<file path="config.mk">
export PLATFORM = sky130hd
export DESIGN_NAME = bist_scan_sequencer
export DESIGN_NICKNAME = d
export VERILOG_FILES = /design/src/rtl/bist_scan_sequencer.sv
export SDC_FILE = /design/constraint.sdc
export NUM_CORES = 1
export LEC_CHECK = 0
export ABC_CLOCK_PERIOD_IN_PS = 4200
export CORE_ASPECT_RATIO = 1.25
export CORE_MARGIN = 8
export CORE_UTILIZATION = 60
export DETAILED_ROUTE_END_ITERATION = 6
export DONT_BUFFER_PORTS = 1
export PLACE_DENSITY_LB_ADDON = 0.2
export SLEW_MARGIN = 25
export SYNTH_ARGS = -nofsm -noshare
export SYNTH_HDL_FRONTEND = slang
export SYNTH_SLANG_ARGS = --single-unit
export TNS_END_PERCENT = 5
</file>
<file path="constraint.sdc">
create_clock -name CLK -period 4.2 [get_ports CLK]
set_clock_uncertainty 0.15 [all_clocks]
set_input_delay 0.21 -clock CLK [delete_from_list [all_inputs] [get_ports CLK]]
set_output_delay 0.21 -clock CLK [all_outputs]
set_load 0.02 [all_outputs]
</file>
<file path="src/rtl/bist_scan_sequencer.sv">
// -----------------------------------------------------------------------------
// bist_scan_sequencer
//
// Sequencing controller for a scan-based BIST datapath. Each run is
// INIT (LFSR seed load + MISR clear), N_PATTERNS rounds of CHAIN_LEN shift
// cycles followed by one capture cycle, a CHAIN_LEN-cycle scan-out flush, and
// then DONE, where the comparator is told to sample the signature.
//
// Ports:
//   CLK          system clock, rising edge
//   RST          asynchronous reset, active low
//   START        level request; a run starts on its registered rising edge
//   ABORT        (only with BIST_ABORT_EN) cancel an active run, back to IDLE
//   SCAN_EN      1 = shift, 0 = functional/capture
//   SEED         one-cycle LFSR seed-load strobe (INIT)
//   MISR_CLR     one-cycle MISR clear strobe (INIT)
//   FINISH       one-cycle strobe in the first DONE cycle
//   BIST_END     level, high while in DONE
//   RUNNING      level, high in INIT, SHIFT, CAPTURE and FLUSH
//   PATTERN_IDX  captures completed in the current run
//
// Configuration macro: BIST_ABORT_EN adds the ABORT input.
// -----------------------------------------------------------------------------
module bist_scan_sequencer #(
   parameter int CHAIN_LEN  = 8,
   parameter int N_PATTERNS = 1000,
   parameter int CNT_W      = 15
) (
   input  logic             CLK,
   input  logic             RST,
   input  logic             START,
`ifdef BIST_ABORT_EN
   input  logic             ABORT,
`endif
   output logic             SCAN_EN,
   output logic             SEED,
   output logic             MISR_CLR,
   output logic             FINISH,
   output logic             BIST_END,
   output logic             RUNNING,
   output logic [CNT_W-1:0] PATTERN_IDX
);

   localparam int SC_W = $clog2(CHAIN_LEN + 1);

   typedef enum logic [2:0] {
      S_IDLE,
      S_INIT,
      S_SHIFT,
      S_CAPTURE,
      S_FLUSH,
      S_DONE
   } state_t;

   state_t          state;
   state_t          state_nxt;
   logic            start_q;
   logic            armed;
   logic            start_rise;
   logic            abort_hit;
   logic            last_shift;
   logic            last_pattern;
   logic [SC_W-1:0] shift_cnt;

   always_comb begin
      // start_q is forced low by reset, so the first edge after reset release
      // only samples START; a level already high then is not a rising edge.
      start_rise   = START & ~start_q & armed;
`ifdef BIST_ABORT_EN
      abort_hit    = ABORT & (state inside {S_INIT, S_SHIFT, S_CAPTURE, S_FLUSH});
`else
      abort_hit    = 1'b0;
`endif
      last_shift   = (shift_cnt == SC_W'(CHAIN_LEN - 1));
      last_pattern = ((PATTERN_IDX + CNT_W'(1)) == CNT_W'(N_PATTERNS));

      state_nxt = state;
      case (state)
         S_IDLE:    if (start_rise) state_nxt = S_INIT;
         S_INIT:    state_nxt = S_SHIFT;
         S_SHIFT:   if (last_shift) state_nxt = S_CAPTURE;
         S_CAPTURE: state_nxt = last_pattern ? S_FLUSH : S_SHIFT;
         S_FLUSH:   if (last_shift) state_nxt = S_DONE;
         S_DONE:    if (!START) state_nxt = S_IDLE;
         default:   state_nxt = S_IDLE;
      endcase
      if (abort_hit) state_nxt = S_IDLE;
   end

   // Outputs are registered from the next state, so each one is valid in the
   // same cycle as the state it belongs to and never glitches.
   always_ff @(posedge CLK or negedge RST) begin
      if (!RST) begin
         state       <= S_IDLE;
         start_q     <= 1'b0;
         armed       <= 1'b0;
         shift_cnt   <= '0;
         PATTERN_IDX <= '0;
         SCAN_EN     <= 1'b0;
         SEED        <= 1'b0;
         MISR_CLR    <= 1'b0;
         FINISH      <= 1'b0;
         BIST_END    <= 1'b0;
         RUNNING     <= 1'b0;
      end else begin
         state    <= state_nxt;
         start_q  <= START;
         armed    <= 1'b1;
         SCAN_EN  <= (state_nxt == S_SHIFT) || (state_nxt == S_FLUSH);
         SEED     <= (state_nxt == S_INIT);
         MISR_CLR <= (state_nxt == S_INIT);
         FINISH   <= (state_nxt == S_DONE) && (state != S_DONE);
         BIST_END <= (state_nxt == S_DONE);
         RUNNING  <= state_nxt inside {S_INIT, S_SHIFT, S_CAPTURE, S_FLUSH};

         if ((state_nxt == state) && ((state == S_SHIFT) || (state == S_FLUSH)))
            shift_cnt <= shift_cnt + SC_W'(1);
         else
            shift_cnt <= '0;

         if (state_nxt == S_INIT)
            PATTERN_IDX <= '0;
         else if ((state == S_CAPTURE) && !abort_hit &&
                  (PATTERN_IDX != CNT_W'(N_PATTERNS)))
            PATTERN_IDX <= PATTERN_IDX + CNT_W'(1);
      end
   end

endmodule

</file>
---- After elaboration in Yosys (flattened, before gate mapping) ----
Cells that the tools add are included.
operators by class
  reductions and logical operators ........ 8
  $add $sub $neg .......................... 2
  bitwise logic cells ..................... 3
  mux-type cells .......................... 9
  equality and inequality tests ........... 15
operators by type and width
  cell                                                     count
  two-way mux 15 bit                                       2
  one-hot mux 3 bit (6 select lines)                       1
  adder 15 x 1 -> 15 bit, second input constant            1
  == test 15 x 10 -> 1 bit, second input constant          1
  two-way mux 3 bit                                        5
  inequality test 15 x 10 -> 1 bit, second input constant  1
  == test 3 x 2 -> 1 bit, second input constant            4
  == test 3 bit, second input constant                     4
  == test 3 x 1 -> 1 bit, second input constant            2
  adder 4 x 1 -> 4 bit, second input constant              1
  == test 4 x 3 -> 1 bit, second input constant            1
  two-way mux 4 bit                                        1
  nonzero test 4 bit                                       1
  == test 3 bit                                            1
  logical AND 1 bit                                        3
  zero test 3 bit                                          1
  inequality test 3 bit, second input constant             1
  AND 1 bit                                                2
  logical OR 1 bit                                         2
  nonzero test 2 bit                                       1
  inverter 1 bit                                           1
word-level totals
  input bits .............................. 3
  flip-flop bits (word level) ............. 29
  output and inout port bits .............. 21

---- Depth between registers and ports, before layout ----
  word-level depth ........................ 8
  depth in mapped cells ................... 8

---- Worst setup path before layout ----
Ideal clock, no wire load.
  path kind ............................... register to register
  from .................................... register PATTERN_IDX[0]
  to ...................................... register state[1]
  buffers on the path ..................... 0
  arrival ................................. 1.845 ns
  slack ................................... 2.086 ns
  data required time ...................... 3.931 ns
  stages on the path, launching flop included .. 7
  path through ............................ dfrtp_1 -> ha_1 -> nand3_1 -> nor3_4 -> mux2i_1 -> or4_4 -> o21a_1
between the ends
  cells in the longest elaborated chain, start to end .. 4
RTL lines
  element                             line  source
  start: declaration                  41    output logic [CNT_W-1:0] PATTERN_IDX
  start signal: assignment            125   PATTERN_IDX <= PATTERN_IDX + CNT_W'(1);
  adder 15 x 1 -> 15 bit              75    last_pattern = ((PATTERN_IDX + CNT_W'(1)) == CNT_W'(N_PATTERNS));
  == test 15 x 10 -> 1 bit            75
  two-way mux 3 bit                   82    S_CAPTURE: state_nxt = last_pattern ? S_FLUSH : S_SHIFT;
  one-hot mux 3 bit (6 select lines)  78    case (state)
  via state_nxt[1]                    56    state_t state_nxt;
  end signal: assignment              106   state <= state_nxt;
  end: declaration                    55    state_t state;
The timed path passes the listed nets, and every way through them passes these cells.
A chain may end at the register's enable or synchronous reset.

---- Worst setup path after layout ----
  from .................................... register PATTERN_IDX[2]
  to ...................................... register state[2]
The elaborated chain is that of the path after synthesis.

==> flow_summary.ini <==
[worst_hold_path]
hp-class = in -> async

[critical_path]
cp-end-kind = flip-flop
cp_cell_sequence = nand3_1 > nor4b_1 > o21ai_0 > or4_4 > o31ai_2
worstSetupPathType = reg -> reg
timing.rr.start = PATTERN_IDX[2]$_DFFE_PN0P_
crit_path_max_fanout = 6
critPathMaxStageDelay_ns = 0.56
path_delay_family = simple AND/OR/NAND/NOR gates
critPathSlowestCell = dfrtp_1
worstPathArrival_ns = 2.37
crit_required_ns = 4.28
critPathLaunchType = flip-flop
startpoint = PATTERN_IDX[2]$_DFFE_PN0P_
crit_buf_inv = 0

[yosys]
synth_edf_count = 0
yosysUniqueCellTypes = 39
yosysTopAreaCell = dfrtp_1
synth_top_area_share_pct = 46.9
syn_inst = 161
synth_area_leaders = dfrtp_1 (47%), xnor2_1 (7.4%), nor2_1 (6.3%)
avgSynthCellArea_um2 = 9.61
synth_area_um2 = 1550
ys_seq_elements = 29
synthArstFlopShare_pct = 100
ys_seq_area_share_pct = 46.9
synth_warnings = 0
synth_nets = 167
synth_ff_type = dfrtp_1

[floorplan]
die_h_um = 72.8
die_w_um = 61.4
dieArea_um2 = 4470
core_area_um2 = 2450
start_util_pct = 63.1
io_pins = 24
row_count = 20

[job]
cap_violations = 0

[final_layout]
syn_to_final_growth_pct = 5.98
mostFrequentLayoutCells = dfrtp_1 (29), nor2_1 (26), xnor2_1 (13)
fill_cells = 205
diodes = 0
final_cells = 194
drive_gt1_share_pct = 8.07
layout_commonest_cell = dfrtp_1
num-nets-final = 167

[timing]
setup_slack_ns = 1.91
finalSetupViolCount = 0
slew_violations = 0
tns_ns = 0
finalCriticalPeriod_ns = 2.29
worstMarginPinSlew_ns = 0.768
whs_ns = 0.217
rsz0062_at_grt = false
max_freq_mhz = 437
hold_viol = 0
maxSlewHeadroom_pct = 48.1
fin_crit_sh_pct = 54.4

[placed_design]
pre_cts_ws_ns = 1.93
place.gp.congestion = 0.888
place_hpwl_um = 2120
dp_cells = 184
numPortBuffers = 0

[routing]
route.detailed.drc = 0
avgRoutedWirePerCell_um = 15.6
via_per_inst = 5.76
antenna_left = 0
vias = 1118
wl_um = 3030
drt_pass1_iterations = 4
dr.first_iter.drc_count = 38

[global_route]
grt_pass1_wl_um = 5090
grt_usage_pct = 15.0
grt_pass1_vias = 1090
gr-total-overflow = 0
grt_max_degree = 30
antenna_found_initial = 0

[pwr]
vdd_drop_max_mv = 0.361
fin_total_pwr_w = 0.00104
power_leakage_nw = 0.681
power_density_nw_per_um2 = 632

[cts]
cts.sinks = 29
cts_setup_buffers = 0
tritoncts = built
max-clock-path-buffers = 2
cts_made_buffers = 5
root_buffer = clkbuf_4
clk_latency_ns = 0.32
cts_max_level = 2
clk_pin_slew_worst_paths_ns = 0.09

[outcome]
status = completed
## final timing paths
check                           slack [ns]                           to  depth (start not counted)
worst min-delay path                  0.22            start_q$_DFF_PN0_                          2
max in group asynchronous             3.52  PATTERN_IDX[11]$_DFFE_PN0P_                          2
worst min register to register        0.33       shift_cnt[0]$_DFF_PN0_                          1
worst max register to register        1.91           state[2]$_DFF_PN0_                          5
worst max-delay path                  1.91           state[2]$_DFF_PN0_                          5
min in group CLK                      0.25           MISR_CLR$_DFF_PN0_                          1
## final cells by class
type,instances,area [um^2],share of cell area [%]
Inverter,8,30.0,1.83
Clock buffer,7,55.1,3.36
Timing Repair Buffer,3,40.0,2.44
Sequential cell,29,726,44.2
Tap cell,33,41.3,2.52
Multi-Input combinational cell,114,748,45.6
## power by group
part	switching (W)	total, W	internal, W
registers	0.000235	0.000603	0.000369
clock network	0.0000903	0.000169	0.0000789
logic	0.000137	0.000265	0.000128
total	0.000462	0.00104	0.000575
## what timing repair did
action | in CTS | in global routing
endpoints found under the hold margin | 32 | 0
hold buffers | 3 | 0
gates resized for setup | 0 | 0
## cells in the mapped netlist (2+ instances only)
cell type,n
xnor2_1,13
clkbuf_1,6
nor2_1,26
nor4_1,8
nand3_2,2
dfrtp_1,29
nand3_1,7
buf_2,2
nor2b_1,2
nor4b_1,4
ha_1,3
a21oi_1,5
nand4_1,4
xor2_1,6
and2_1,3
nand2_1,6
nor3_1,4
o21ai_0,3
inv_1,8
## state kept, by name (all words and copies together) (netlist names)
name	flops
state	3
FINISH	1
armed	1
BIST_END	1
RUNNING	1
PATTERN_IDX	15
MISR_CLR	1
start_q	1
shift_cnt	4
SCAN_EN	1
## stage by stage
stage	area, um^2	util (%)
2_1_floorplan	1550	-
3_3_place_gp	1550	63.0
3_5_place_dp	1550	63.0
4_1_cts	1640	66.9
5_1_grt	1640	66.9
6_report	1640	66.9
## worst reg2reg max path: stages, from the launching register on
cell	delay, ns
dfrtp_1	0.56
nand3_1	0.26
nor4b_1	0.34
o21ai_0	0.14
or4_4	0.53
o31ai_2	0.22
## cells by family after synthesis
family,share of synthesized area (%)
muxes,1.37
other,0.242
AOI/OAI and AO/OA,5.01
DFF,46.9
xor gates and xnor gates,10.8
adders and majority gates,2.43
buffers and inverters,4.77
and+or+nand+nor,28.5
## metal layers
metal | GRT usage (%) | vias to the layer above | share of wire [%]
li1 | - | 546 | -
met1 | 17.4 | 524 | 40
met2 | 23.4 | 40 | 49
met3 | 6.17 | 8 | 8.3
met4 | 6.60 | 0 | 2.3
met5 | 0 | - | 0
Note: power is estimated with default switching activity, not from simulation.
